==> config.mk <==
export PLATFORM = sky130hd
export DESIGN_NAME = input_buffer
export DESIGN_NICKNAME = d
export VERILOG_FILES = /design/src/rtl/input_buffer_pkg.sv /design/src/rtl/input_buffer_fifo.sv /design/src/rtl/input_buffer.sv
export SDC_FILE = /design/constraint.sdc
export NUM_CORES = 1
export LEC_CHECK = 0
export CAP_MARGIN = 15
export CELL_PAD_IN_SITES_DETAIL_PLACEMENT = 1
export CELL_PAD_IN_SITES_GLOBAL_PLACEMENT = 2
export CORE_MARGIN = 3
export CORE_UTILIZATION = 40
export CTS_BUF_LIST = sky130_fd_sc_hd__clkbuf_8 sky130_fd_sc_hd__clkbuf_16
export DETAILED_ROUTE_END_ITERATION = 8
export GPL_TIMING_DRIVEN = 0
export PLACE_DENSITY = 0.84
export SLEW_MARGIN = 20
export SYNTH_ARGS = -nofsm -noshare
export SYNTH_HDL_FRONTEND = slang
export SYNTH_HIERARCHICAL = 1
export SYNTH_SLANG_ARGS = --single-unit
==> constraint.sdc <==
create_clock -name clock -period 2.9 [get_ports clock]
set_input_delay 0.58 -clock clock [delete_from_list [all_inputs] [get_ports clock]]
set_output_delay 0.58 -clock clock [all_outputs]
set_load 0.01 [all_outputs]
==> src/rtl/input_buffer_pkg.sv <==
// input_buffer_pkg: shared constants and state encoding for the router
// input buffer.
//   TAM_FLIT   - flit width in bits
//   TAM_BUFFER - FIFO depth in flits (power of 2, minimum 2)
//   NPORT      - ports per router (EAST, WEST, NORTH, SOUTH, LOCAL)
//   buf_state_t - packet FSM states of the input buffer
`timescale 1ns/1ps
package input_buffer_pkg;

    localparam int TAM_FLIT   = 16;
    localparam int TAM_BUFFER = 4;
    localparam int NPORT      = 5;

    typedef enum logic [2:0] {
        S_IDLE    = 3'd0,
        S_REQ     = 3'd1,
        S_HDR     = 3'd2,
        S_SIZE    = 3'd3,
        S_PAYLOAD = 3'd4,
        S_END     = 3'd5
    } buf_state_t;

endpackage

==> src/rtl/input_buffer_fifo.sv <==
// input_buffer_fifo: circular flit storage for one router input port.
// Ports:
//   clock, reset  - rising-edge clock, async active-low reset
//   i_push/i_data - write request and flit; ignored while full
//   i_pop         - remove the head flit; ignored while empty
//   o_head        - flit at the read pointer (no bypass of the write path)
//   o_count       - flits stored, 0..DEPTH
//   o_credit      - space available
`timescale 1ns/1ps
module input_buffer_fifo #(
    parameter int WIDTH = 16,
    parameter int DEPTH = 4
) (
    input  logic                       clock,
    input  logic                       reset,
    input  logic                       i_push,
    input  logic [WIDTH-1:0]           i_data,
    input  logic                       i_pop,
    output logic [WIDTH-1:0]           o_head,
    output logic [$clog2(DEPTH+1)-1:0] o_count,
    output logic                       o_credit
);

    localparam int PW = $clog2(DEPTH);
    localparam int CW = $clog2(DEPTH+1);

    logic [WIDTH-1:0] r_mem [DEPTH];
    logic [PW-1:0]    r_wr_ptr;
    logic [PW-1:0]    r_rd_ptr;
    logic [CW-1:0]    r_count;
    logic             w_push;
    logic             w_pop;

    assign o_credit = (r_count < CW'(DEPTH));
    assign w_push   = i_push & o_credit;
    assign w_pop    = i_pop & (r_count != '0);
    assign o_head   = r_mem[r_rd_ptr];
    assign o_count  = r_count;

    // Storage is not reset: reset empties the FIFO through the pointers/count.
    always_ff @(posedge clock) begin
        if (w_push) begin
            r_mem[r_wr_ptr] <= i_data;
        end
    end

    always_ff @(posedge clock or negedge reset) begin
        if (!reset) begin
            r_wr_ptr <= '0;
            r_rd_ptr <= '0;
            r_count  <= '0;
        end else begin
            if (w_push) r_wr_ptr <= r_wr_ptr + PW'(1);
            if (w_pop)  r_rd_ptr <= r_rd_ptr + PW'(1);
            case ({w_push, w_pop})
                2'b10:   r_count <= r_count + CW'(1);
                2'b01:   r_count <= r_count - CW'(1);
                default: r_count <= r_count;
            endcase
        end
    end

endmodule

==> src/rtl/input_buffer.sv <==
// input_buffer: per-port receive FIFO plus packet FSM of the router.
// Requests a route for the header at the FIFO head (h), waits for ack_h,
// then streams header, size and payload to the crossbar with sender high.
// Ports:
//   clock, reset      - rising-edge clock, async active-low reset
//   rx, data_in       - incoming flit from the link
//   credit_o          - buffer has space for another flit
//   h, ack_h          - route request / grant with switch control
//   data_av, data     - flit offered to the crossbar
//   data_ack          - crossbar consumed data this cycle
//   sender            - packet transmission in progress
//
// state     | meaning
// S_IDLE    | no packet in flight, waiting for a stored flit
// S_REQ     | header at head, h raised, waiting for ack_h
// S_HDR     | offering the header flit
// S_SIZE    | offering the size flit, loads the payload counter
// S_PAYLOAD | offering payload flits, counter counts down
// S_END     | last flit gone, sender drops
`timescale 1ns/1ps
module input_buffer
    import input_buffer_pkg::*;
#(
    parameter int TAM_FLIT   = input_buffer_pkg::TAM_FLIT,
    parameter int TAM_BUFFER = input_buffer_pkg::TAM_BUFFER
) (
    input  logic                clock,
    input  logic                reset,
    input  logic                rx,
    input  logic [TAM_FLIT-1:0] data_in,
    output logic                credit_o,
    output logic                h,
    input  logic                ack_h,
    output logic                data_av,
    output logic [TAM_FLIT-1:0] data,
    input  logic                data_ack,
    output logic                sender
);

    localparam int CW = $clog2(TAM_BUFFER+1);

    buf_state_t          r_state, w_state_nxt;
    logic                r_h, w_h_nxt;
    logic                r_sender, w_sender_nxt;
    logic [TAM_FLIT-1:0] r_cnt, w_cnt_nxt;
    logic                r_avail;
    logic [CW-1:0]       w_count;
    logic [TAM_FLIT-1:0] w_head;
    logic                w_pop;

    input_buffer_fifo #(
        .WIDTH (TAM_FLIT),
        .DEPTH (TAM_BUFFER)
    ) u_fifo (
        .clock    (clock),
        .reset    (reset),
        .i_push   (rx),
        .i_data   (data_in),
        .i_pop    (w_pop),
        .o_head   (w_head),
        .o_count  (w_count),
        .o_credit (credit_o)
    );

    assign data    = w_head;
    assign data_av = ((r_state == S_HDR) || (r_state == S_SIZE) || (r_state == S_PAYLOAD))
                     && (w_count != '0);
    assign w_pop   = data_av & data_ack;
    assign h       = r_h;
    assign sender  = r_sender;

    // IDLE looks at a registered not-empty flag, so h rises two edges after
    // the first write. No pops happen in S_END/S_IDLE, so the flag cannot be
    // stale in the direction that matters.
    always_ff @(posedge clock or negedge reset) begin
        if (!reset) begin
            r_state  <= S_IDLE;
            r_h      <= 1'b0;
            r_sender <= 1'b0;
            r_cnt    <= '0;
            r_avail  <= 1'b0;
        end else begin
            r_state  <= w_state_nxt;
            r_h      <= w_h_nxt;
            r_sender <= w_sender_nxt;
            r_cnt    <= w_cnt_nxt;
            r_avail  <= (w_count != '0);
        end
    end

    always_comb begin
        w_state_nxt  = r_state;
        w_h_nxt      = r_h;
        w_sender_nxt = r_sender;
        w_cnt_nxt    = r_cnt;
        case (r_state)
            S_IDLE: begin
                if (r_avail) begin
                    w_state_nxt = S_REQ;
                    w_h_nxt     = 1'b1;
                end
            end
            S_REQ: begin
                if (ack_h) begin
                    w_state_nxt  = S_HDR;
                    w_h_nxt      = 1'b0;
                    w_sender_nxt = 1'b1;
                end
            end
            S_HDR: begin
                if (w_pop) w_state_nxt = S_SIZE;
            end
            S_SIZE: begin
                if (w_pop) begin
                    w_cnt_nxt   = w_head;
                    w_state_nxt = (w_head == '0) ? S_END : S_PAYLOAD;
                end
            end
            S_PAYLOAD: begin
                if (w_pop) begin
                    w_cnt_nxt = r_cnt - TAM_FLIT'(1);
                    if (r_cnt == TAM_FLIT'(1)) w_state_nxt = S_END;
                end
            end
            S_END: begin
                w_sender_nxt = 1'b0;
                w_state_nxt  = S_IDLE;
            end
            default: begin
                w_state_nxt  = S_IDLE;
                w_h_nxt      = 1'b0;
                w_sender_nxt = 1'b0;
            end
        endcase
    end

endmodule

==> key figures <==
Critical path
  – WS Path Type: register to primary output
  – Sequence of cells on the critical path: buf_2, nor3b_4, clkbuf_4, a21oi_1, nor2_1, clkdlybuf4s50_1
  – Cell count of the worst reg-to-reg path: 12
  – CP endpoint kind: primary output
  – Critical Path AT: 2.17 ns
  – CP required: 2.32 ns
  – R2R Setup Slk: 0.29 ns
  – CP max FO: 10
  – Reg-to-reg endpoint: u_fifo/o_count[2]
  – Crit path largest cell delay: 0.54 ns
  – FF-to-FF Start: r_state[2]
  – Startpoint Class: register
  – Slowest cell on the critical path: clkdlybuf4s50_1

Final layout
  – # nets final: 379
  – Post-synthesis to final-layout area growth: 20.24%
  – Utilization after layout: 0.5069
  – Fin area: 0.005069 mm^2
  – Layout cells sized above 1: 0.1127
  – Most frequent cells in the layout: edfxtp_1, clkdlybuf4s50_1, dfrtp_1, nor2_1, nand2_1
  – Commonest non-fill, non-tap cell in the layout: edfxtp_1
  – Fin cells: 488
  – Ant. Diodes: 0

Placement
  – Placed cell area: 0.004805 mm^2
  – DP Wirelength: 7346 um
  – Number of port buffers: 40
  – Final Wtd Congestion: 0.8070
  – Placed insts: 472

Logic synthesis
  – Ys flop type: edfxtp_1
  – Synth top area share: 0.4559
  – Post-Synthesis Cell Area: 0.004215 mm^2
  – Netlist cell types: 56
  – Synthesized net count: 327
  – Seq cells post-synth: 93
  – Top cells by area, synth: edfxtp_1, dfrtp_1, mux4_1
  – Post-synth EDFFs: 64
  – Post-synthesis sequential area ratio: 0.6281
  – Synthesized area per cell: 14.15 um^2
  – Post-synthesis instance total: 298
  – Yosys warnings: 6
  – Fraction of registers with async set/reset: 0.3118
  – Yosys top cell by area: edfxtp_1

Floorplan
  – Die area: 0.01181 mm^2
  – Io pins: 41
  – Initial Utilization: 0.4215
  – Die H: 108.7 um
  – Core area: 0.01000 mm^2
  – Core Rows: 36
  – Die width: 108.7 um

Global route
  – Pin count of the biggest net entering global routing: 21
  – Wire length of the first global-routing pass: 16440 um
  – Initial antenna violation count: 0
  – Tot GR Track Use: 0.1880
  – Vias in the first global route: 2898
  – GRT overflow: 0

Power and ir drop
  – Power share of the clock group: 0.225
  – Comb pwr share: 0.370
  – PwrDens: 904.9 mW/mm^2
  – Pleak: 1.777 nW
  – Internal power: 3.024 mW
  – VDD IR max: 0.4298 mV
  – Sw Share: 0.3408
  – Register share of total power: 0.406
  – Psw: 1.563 mW

Clock network
  – Max clock buf depth: 2
  – Clock Tree Root: clkbuf_8
  – CTS buffer count: 9
  – Clock Pin Slew Worst Setup and Hold Paths: 0.11 ns
  – H-tree level count: 3
  – CTS sink cnt: 93
  – Clk Latency, worst-skew pair: 0.37 ns
  – CTS tree: yes

STA
  – Max Slew Vio Count: 0
  – Fin crit share: 0.9466
  – Unrepaired setup endpoints after global routing: no
  – Final hold violations: 0
  – Worst hold margin: 0.07481 ns
  – Fmax: 364.3 MHz
  – # setup viols final: 0
  – Clock Skew: 0.01844 ns
  – Worst Tran Pin Value: 0.8889 ns
  – Crit path time final: 2.745 ns
  – Max-slew headroom: 0.4074

Routing
  – # DRC: 0
  – Vias per cell: 5.564
  – DR vias: 2715
  – Routed WL: 10140 um
  – Detailed Routing Iterations Pass 1: 4
  – Post-route ant nets: 0
  – Initial drt markers: 153
  – Wire per inst: 20.77 um

Job
  – Max-cap viol count: 0

Outcome
  – Status: complete, no violations

Min path
  – Worst hold path type: input pin to asynchronous set/reset pin
==> repair_timing <==
item                                    in CTS  in global routing
endpoints found under the setup margin       2                  3
hold buffers                                 0                  0
gates resized for setup                      3                  2
hold endpoints to repair                     0                  0
setup buffers                                0                  1
pin swaps                                    0                  1
==> synth_stat cells, types with 2 or more instances <==
library cell	count
a21boi_0	2
a21oi_1	11
a22oi_1	3
a2bb2oi_1	2
a32oi_1	3
and2_1	5
buf_2	4
clkbuf_1	11
dfrtp_1	29
edfxtp_1	64
ha_1	7
inv_1	13
mux4_1	8
mux4_2	8
nand2_1	14
nand3_1	10
nand3b_1	3
nand4_1	4
nor2_1	17
nor2b_1	3
nor3_1	12
nor3b_1	2
nor4_1	2
o211ai_1	4
o21ai_0	12
o21ai_1	3
o22ai_1	2
o311ai_1	2
o31a_1	2
or3_1	3
or3_4	2
or4_1	3
xnor2_1	4
xor2_1	2
==> through the flow <==
step / power (mW) / setup TNS [ns] / worst slack (ns)
floorplan: 2.862 / 0 / 0.4002
global placement: 3.518 / -0.04453 / -0.04453
detailed placement: 3.606 / -0.09198 / -0.09198
CTS: 4.637 / 0 / 0.03026
global route: 4.876 / 0 / 0.02350
finish: 4.586 / 0 / 0.1547
==> power by group through the flow <==
stage	clock, mW	combinational, mW	sequential [mW]
after global placement	0	1.66	1.86
after global routing	1.11	1.87	1.89
after detailed placement	0	1.72	1.89
after floorplan	0	1.04	1.82
final	1.03	1.69	1.86
after CTS	1.05	1.73	1.86
==> cell type report <==
class,count,area (um^2)
Clock inverter,5,88.84
Timing Repair Buffer,42,430.4
Fill cell,1005,4931
Sequential cell,93,2648
Multi-Input combinational cell,175,1443
Buffer,16,92.59
Clock buffer,11,151.4
Tap cell,133,166.4
Inverter,13,48.80
==> critical path: cells and delay by family, from the launching register on <==
| kind | cells | cell delay, ns |
|---|---|---|
| AOI/OAI and AO/OA | 1 | 0.09 |
| buffers and inverters | 3 | 0.99 |
| DFF | 1 | 0.35 |
| and+or+nand+nor | 2 | 0.36 |
==> kinds of logic (layout without fill, tap and decap cells) <==
kind of cell,Yosys count,count (layout),synth area share
and+or+nand+nor,84,84,0.1063
DFF,93,93,0.6281
AOI/OAI and AO/OA,60,60,0.09915
xor gates and xnor gates,6,6,0.01247
muxes,17,17,0.09498
adders and majority gates,8,8,0.02553
buffers and inverters,30,87,0.03354
==> sequential cells by signal (all words and copies together), names as in the netlist <==
signal,count
h,1
r_avail,1
r_cnt,16
r_state,3
sender,1
u_fifo/o_count,3
u_fifo/r_mem,64
u_fifo/r_rd_ptr,2
u_fifo/r_wr_ptr,2
==> layer usage <==
layer | GRT usage | wire length, um
met1 | 0.2547 | 4570
met2 | 0.3133 | 5113
met3 | 0.03434 | 317
met4 | 0.05140 | 133
met5 | 0 | 0
==> how the worst max path moves through the flow <==
stage,startpoint,to,slack [ns],cells after the start
5_1_grt,r_state[2],data_av,0.02,6
6_report,r_state[2],data_av,0.15,6
3_3_place_gp,r_state[0],u_fifo/o_count[2],-0.04,12
4_1_cts,r_state[0],data_av,0.03,6
2_1_floorplan,r_state[0],u_fifo/o_count[2],0.40,12
3_5_place_dp,r_state[0],u_fifo/o_count[2],-0.09,12
No activity file was read; power rests on OpenSTA's default activity.
